File: config.mk
export PLATFORM = sky130hd
export DESIGN_NAME = wb_arbiter
export DESIGN_NICKNAME = d
export VERILOG_FILES = /design/src/rtl/wb_arbiter.sv
export SDC_FILE = /design/constraint.sdc
export NUM_CORES = 1
export LEC_CHECK = 0
export ABC_CLOCK_PERIOD_IN_PS = 5000
export CAP_MARGIN = 20
export CORE_MARGIN = 2
export CORE_UTILIZATION = 46
export CTS_CLUSTER_SIZE = 10
export DETAILED_ROUTE_END_ITERATION = 8
export PLACE_DENSITY = 0.86
export SYNTH_ARGS = -nofsm -noshare
export SYNTH_HDL_FRONTEND = slang
export SYNTH_SLANG_ARGS = --single-unit
File: constraint.sdc
create_clock -name clk -period 5 [get_ports clk]
set_input_delay 1.25 -clock clk [delete_from_list [all_inputs] [get_ports clk]]
set_output_delay 1.25 -clock clk [all_outputs]
set_load 0.02 [all_outputs]
File: src/rtl/wb_arbiter.sv
// wb_arbiter: shares the register file's single write-back port among
// N_REQ result producers. A round-robin pointer picks the next producer,
// and a per-requester wait counter gives absolute priority to any producer
// that has waited MAX_WAIT cycles. The granted result is registered and
// presented to the register file exactly one cycle after the transfer.
module wb_arbiter #(
  parameter int N_REQ    = 3,
  parameter int W_RD     = 4,
  parameter int W_OPR    = 16,
  parameter int MAX_WAIT = 7
) (
  input  logic                   clk,
  input  logic                   rst,
  input  logic [N_REQ-1:0]       req_valid_i,
  output logic [N_REQ-1:0]       req_ready_o,
  input  logic [N_REQ*W_RD-1:0]  req_rd_i,
  input  logic [N_REQ*W_OPR-1:0] req_data_i,
  input  logic                   flush_i,
  output logic                   wb_o,
  output logic [W_RD-1:0]        wb_r_o,
  output logic [W_OPR-1:0]       result_o
);

  localparam int W_PTR = $clog2(N_REQ);
  // Four bits cover the full MAX_WAIT range of 1..15.
  localparam int W_CNT = 4;
  localparam logic [W_CNT-1:0] CNT_MAX = W_CNT'(MAX_WAIT);
  localparam logic [W_PTR-1:0] LAST_IDX = W_PTR'(N_REQ - 1);

  logic [W_PTR-1:0] ptr;
  logic [W_CNT-1:0] wait_cnt [N_REQ];

  logic [N_REQ-1:0] aged;
  logic [N_REQ-1:0] grant;
  logic             grant_any;
  logic [W_PTR-1:0] grant_idx;
  logic [W_PTR-1:0] ptr_next;

  // Grant selection: aged requesters first (lowest index), else round-robin from ptr.
  // NOTE: every variable gets a default at the top of the block so no path
  // leaves one unassigned, which would otherwise infer a latch.
  always_comb begin
    int idx;
    aged      = '0;
    grant_any = 1'b0;
    grant_idx = '0;
    idx       = 0;

    for (int i = 0; i < N_REQ; i++) begin
      aged[i] = req_valid_i[i] && (wait_cnt[i] >= CNT_MAX);
    end

    if (aged != '0) begin
      // Descending scan: the lowest aged index is the last one written.
      for (int i = N_REQ - 1; i >= 0; i--) begin
        if (aged[i]) begin
          grant_any = 1'b1;
          grant_idx = W_PTR'(i);
        end
      end
    end else begin
      // Descending offset: the first valid requester at or after ptr wins.
      for (int k = N_REQ - 1; k >= 0; k--) begin
        idx = (int'(ptr) + k) % N_REQ;
        if (req_valid_i[idx]) begin
          grant_any = 1'b1;
          grant_idx = W_PTR'(idx);
        end
      end
    end

    // No grant during a flush, and ready stays low while reset is held.
    if (flush_i || !rst) begin
      grant_any = 1'b0;
    end

    grant = '0;
    if (grant_any) begin
      grant[grant_idx] = 1'b1;
    end
  end

  assign req_ready_o = grant;
  assign ptr_next    = (grant_idx == LAST_IDX) ? '0 : grant_idx + W_PTR'(1);

  // Output register and round-robin pointer; a grant is always a transfer.
  // NOTE: sequential state is written with non-blocking assignments so every
  // register samples the pre-edge values, independent of statement order.
  always_ff @(posedge clk or negedge rst) begin
    if (!rst) begin
      ptr      <= '0;
      wb_o     <= 1'b0;
      wb_r_o   <= '0;
      result_o <= '0;
    end else begin
      wb_o <= grant_any;
      if (grant_any) begin
        wb_r_o   <= req_rd_i[int'(grant_idx)*W_RD +: W_RD];
        result_o <= req_data_i[int'(grant_idx)*W_OPR +: W_OPR];
        ptr      <= ptr_next;
      end
    end
  end

  // Wait counters: clear when idle or served, otherwise count up to MAX_WAIT.
  // NOTE: the counter array is reset explicitly because it feeds the grant
  // logic; leaving it unknown after reset would corrupt the first grants.
  always_ff @(posedge clk or negedge rst) begin
    if (!rst) begin
      for (int i = 0; i < N_REQ; i++) begin
        wait_cnt[i] <= '0;
      end
    end else begin
      for (int i = 0; i < N_REQ; i++) begin
        if (!req_valid_i[i] || grant[i]) begin
          wait_cnt[i] <= '0;
        end else if (wait_cnt[i] < CNT_MAX) begin
          wait_cnt[i] <= wait_cnt[i] + W_CNT'(1);
        end
      end
    end
  end

endmodule

# --- After elaboration in Yosys (flattened, before gate mapping) ---
# Index checks and enable logic that the tools add are counted.
totals:
  reg_bits: 35
  out_inout_bits: 24
  wordCells: 80
op_classes:
  add_sub_neg: 6
  n_div: 3
  n_lt_le_gt_ge: 11
  n_eq_ne: 1
  shift: 2
  mux: 34
  n_reduce_logical: 16
ops:
  columns: ["operator", "count"]
  rows:
  - ["32-bit by 4-bit less-than comparator with 1-bit output (second input constant)", 3]
  - ["32-bit by 3-bit remainder unit with 32-bit output (second input constant)", 2]
  - ["48-bit by 7-bit indexed part select with 16-bit output", 1]
  - ["3-bit by 3-bit remainder unit with 32-bit output (second input constant)", 1]
  - ["4-bit 2-to-1 mux", 6]
  - ["2-bit 2-to-1 mux", 8]
  - ["1-bit 2-to-1 mux", 15]
  - ["4-bit by 1-bit adder with 4-bit output (second input constant)", 3]
  - ["4-bit by 3-bit greater-or-equal comparator with 1-bit output (second input constant)", 3]
  - ["4-bit by 3-bit less-than comparator with 1-bit output (second input constant)", 3]
  - ["12-bit by 5-bit indexed part select with 4-bit output", 1]
  - ["1-bit binary-select mux with 2-bit select", 3]
  - ["2-bit nonzero test", 3]
  - ["1-bit logical AND", 4]
  - ["1-bit logical NOT", 4]
  - ["1-bit logical OR", 4]
  - ["2-bit by 1-bit adder with 3-bit output (second input constant)", 1]
  - ["2-bit by 2-bit adder with 3-bit output (second input constant)", 1]
  - ["2-bit by 3-bit less-than comparator with 1-bit output (second input constant)", 1]
  - ["3-bit 2-to-1 mux", 1]
  - ["3-bit nonzero test", 1]
  - ["2-bit by 1-bit adder with 2-bit output (second input constant)", 1]
  - ["1-bit demux with 2-bit select", 1]
  - ["2-bit == test (second input constant)", 1]
  - ["2-bit by 1-bit greater-or-equal comparator with 1-bit output (second input constant)", 1]

# --- Depth between registers and ports, before layout ---
logic_depth:
  word_depth: 16
  ltp_mapped: 10

# --- Worst setup path after synthesis ---
# No wires, ideal clock.
synth_timing:
  path_kind: "input port to output port"
  startpoint: "input port req_valid_i[2]"
  endpoint: "output port req_ready_o[1]"
  arrival_ns: 2.676
  required_ns: 3.750
  path_slack_ns: 1.074
  stages: 7
  n_path_buf: 1
  cell_sequence: "clkbuf_1 > mux2i_1 > o2bb2ai_1 > o41ai_4 > inv_4 > and2_4 > and2_1"
synth_between:
  elab_chain_cells: 12
synth_lines:
  columns: ["item", "line", "source"]
  rows:
  - ["start, declared", "14", "input logic [N_REQ-1:0] req_valid_i,"]
  - ["1-bit binary-select mux with 2-bit select", "65", "if (req_valid_i[idx]) begin"]
  - ["1-bit 2-to-1 mux (implied by the code) (2 in a row)", "65", null]
  - ["2-bit 2-to-1 mux (3 in a row)", "65", null]
  - ["2-bit 2-to-1 mux", "53", "if (aged != '0) begin"]
  - ["2-bit by 3-bit less-than comparator with 1-bit output (implied by the code) or 2-bit by 1-bit greater-or-equal comparator with 1-bit output (tied branches)", "79", "grant[grant_idx] = 1'b1;"]
  - ["1-bit logical AND (implied by the code)", "79", null]
  - ["1-bit 2-to-1 mux (implied by the code)", "79", null]
  - ["1-bit demux with 2-bit select", "79", null]
  - ["3-bit 2-to-1 mux (*)", "78", "if (grant_any) begin"]
  - ["end, declared", "15", "output logic [N_REQ-1:0] req_ready_o,"]
# Mark *: on every way between the ends. The rest lies on a longest branch, timed or not. The select of a mux whose other input is x is not followed.

# --- Worst setup path after layout ---
layout_timing:
  startpoint: "input port req_valid_i[2]"
  endpoint: "output port req_ready_o[0]"
# Same word-level chain as after synthesis.

==> impl_summary.txt <==
----------------------------------------------------
[Yosys]
  Count of distinct cell types in the synthesized netlist ... 44
  Combinational family with the most area after synthesis ... compound AO/OA/AOI/OAI gates
  Number of enable-type register cells in the synthesized netlist ... 0
  Share of synthesized registers carrying an async set or reset ... 100%
  Sequential fraction of the synthesis area ... 35.7%
  Yosys warning count ... 0
  Fraction of the mapped netlist area in compound gates ... 33.0%
  Seq cells post-synth ... 35
  Post-synthesis share of cell area spent on full adders, half adders and majority gates ... 3.06%
  Synth Area per Inst ... 9.57 um2
  Dominant cell type by area after synthesis ... dfrtp_1
  Mux contribution to synthesized area ... 9.39%
  Leading register cell type out of synthesis ... dfrtp_1
  Main area contributors after synthesis ... dfrtp_1 (36%), mux2i_1 (9.4%), o211a_1 (8.2%)
  Instance count of the mapped netlist ... 256
  XOR/XNOR share of the synthesized area ... 1.07%
  Post-synthesis instance area ... 2450 um2
  Net count after synthesis ... 328
  Fraction of the mapped netlist area in simple logic gates ... 11.9%
  Top-area cell type share of the netlist area ... 35.7%

[Die]
  Total core area ... 5140 um2
  Top-level port count ... 90
  Count of standard-cell rows ... 26
  Width of the chip ... 77.0 um
  Starting density of the core ... 47.7%
  Height of the die ... 77.0 um
  Area of the die ... 5930 um2

[Power]
  Leakage dissipation ... 1.48 nW
  Final Total Pwr ... 0.00178 W
  Power per cell area ... 502 nW/um2
  Maximum resistive drop on vdd ... 0.260 mV

[Clocking]
  Cell at the root of the clock tree ... clkbuf_8
  Number of buffers added by the clock tree synthesis step ... 5
  Number of buffers inserted for hold repair after clock tree synthesis ... 0
  Clock insertion delay at the later pin of the skew report ... 0.30 ns
  Number of clock sinks ... 35
  Number of setup buffers added after CTS ... 0
  Clock H-tree levels ... 2
  Maximum clock path buffer count ... 2
  Clock tree from TritonCTS ... built
  Resized cells post-CTS ... 0
  Clk slew on worst S/H paths ... 0.07 ns

[STA]
  Final Max Slew Viols ... 0
  Measured slew at the worst slew-check pin ... 0.808 ns
  Slew HR ... 46.1%
  Achievable clock frequency ... 206 MHz
  Final worst-path cycle share ... 97.2%
  Fin crit period ... 4.86 ns
  Final-report hold violation count ... 0
  Unrepaired setup endpoints after global routing ... false
  Final clock skew ... 0.00402 ns
  Number of setup violations in the final report ... 0
  Final TNS setup ... 0 ns

[Final layout]
  Final net count ... 411
  Antenna diode count ... 0
  Fillers ... 434
  Fraction of layout cells with a size suffix above 1 ... 9.12%
  Area growth syn-to-layout ... 44.5%

[Global routing]
  Number of antenna violations at the first check in global routing ... 0
  Total Routing Usage GR ... 25.1%
  Total overflow reported by the global router ... 0
  Maximum number of pins on one net before global-route repair ... 64
  Via count of the first global-routing pass ... 2448
  Global-route wire length before repair ... 11900 um

[Setup path]
  Max Fanout on Critical Path ... 9
  Slowest CP cell ... clkdlybuf4s50_1
  Arr. time, crit path ... 3.61 ns
  WP buf/inv ... 3
  Critical-path cell list ... clkdlybuf4s50_1 -> mux2i_1 -> o2bb2ai_1 -> o41ai_4 -> buf_4 -> nor3_1 -> clkdlybuf4s50_1
  CP dominant cell by count ... clkdlybuf4s50_1
  Largest stage delay on the critical path ... 0.67 ns
  Kind of start point of the critical path ... input port
  CP delay by family, top ... buffers and inverters
  Required arrival time at the worst endpoint ... 3.75 ns
  Kind of end point of the critical path ... primary output
  Critical path type ... input port to primary output

[Placement]
  Final weighted congestion of routability-driven global placement ... 0.893
  Post-DP HPWL ... 5100 um
  Number of port buffers ... 89

[Drt]
  Via total after detailed routing ... 2472
  Number of vias per cell after detailed routing ... 6.03
  Number of DRC markers after the initial detailed-route iteration ... 86
  Number of nets with antenna violations after routing ... 0
  Detailed Route WL ... 7350 um
  Detailed-router iteration count before antenna repair ... 4
  DRC viols ... 0
  Post-detailed-route wirelength per cell ... 17.9 um

[Run status]
  Outcome ... complete, no violations

[Flow run]
  Max-cap viol count ... 0

[Hold path]
  HP Class ... flop to flop

----------------------------------------------------
-- worst min-delay path, delay by kind of cell, from the launching register on --
family | cells | cell delay, ns
DFF | 1 | 0.35
AOI/OAI and AO/OA | 1 | 0.09
muxes | 1 | 0.07
-- Yosys cell counts, drive strengths merged, types with 6 or more instances --
cell	instances
a21oi	11
o211a	20
o211ai	21
nand3	20
mux2i	23
inv	7
ha	6
nand2	12
nor2	8
dfrtp	35
o2111ai	20
clkbuf	24
o21ai	6
-- area by class of cell --
type,instances,area (um2),share of cell area [%]
Timing Repair Buffer,103,991,28.0
Multi-Input combinational cell,187,1460,41.2
Clock buffer,8,100,2.83
Tap cell,70,87.6,2.47
Inverter,7,28.8,0.813
Sequential cell,35,876,24.7
-- per-stage QoR --
step           util, %  hold slack (ns)  instance area (um2)  setup WS, ns  cells
2_1_floorplan        -            0.497                 2450          1.07    256
3_3_place_gp      66.9            0.511                 3440         0.195    402
3_5_place_dp      66.9            0.524                 3440         0.166    402
4_1_cts           68.8            0.540                 3540         0.154    410
5_1_grt           68.9            0.565                 3540        0.0367    410
6_report          68.9            0.537                 3540         0.140    410
-- registers in the layout, summed over array words and instances, names as in the netlist --
signal	cells
result_o	16
ptr	2
wb_r_o	4
wait_cnt	12
wb_o	1
-- metal layers --
| metal | GRT usage, % | share of wire (%) | vias to the layer above |
|---|---|---|---|
| li1 | - | - | 1169 |
| met1 | 30.7 | 41 | 1195 |
| met2 | 42.4 | 49 | 94 |
| met3 | 7.18 | 7.3 | 14 |
| met4 | 8.39 | 2.1 | 0 |
| met5 | 0 | 0 | - |
-- kinds of logic (layout without fill, tap and decap cells) --
kind of cell               Yosys count  count (layout)
AOI/OAI and AO/OA                   99              99
buffers and inverters               34             118
xor gates and xnor gates             3               3
DFF                                 35              35
and+or+nand+nor                     56              56
adders and majority gates            6               6
muxes                               23              23
-- worst paths after layout --
path / cells after the start / startpoint / slack [ns] / to
max: 7 / req_valid_i[2] / 0.14 / req_ready_o[0]
max reg2reg: 8 / ptr[0]$_DFFE_PN0P_ / 2.01 / result_o[13]$_DFFE_PN0P_
min in group asynchronous: 2 / rst / 1.01 / wait_cnt[5]$_DFFE_PN0P_
max in group asynchronous: 2 / rst / 3.64 / wait_cnt[10]$_DFFE_PN0P_
min: 2 / result_o[4]$_DFFE_PN0P_ / 0.54 / result_o[4]$_DFFE_PN0P_
min reg2reg: 2 / result_o[4]$_DFFE_PN0P_ / 0.54 / result_o[4]$_DFFE_PN0P_
-- power by group --
group,internal [W],switching (W)
clock,0.000126,0.000106
sequential,0.000388,0.0000653
combinational,0.000466,0.000627
total,0.000981,0.000798
-- placed cells by master (no fill, tap or decap), drive strengths merged, types with 6 or more instances in the layout --
cell and count:
o2111ai 20, buf 15, clkdlybuf4s50 88, dfrtp 35, nand3 20, o211ai 21, mux2i 23, ha 6
o211a 20, nor2 8, nand2 12, a21oi 11, o21ai 6, inv 7, clkbuf 8
Note: power is estimated with default switching activity, not from simulation.
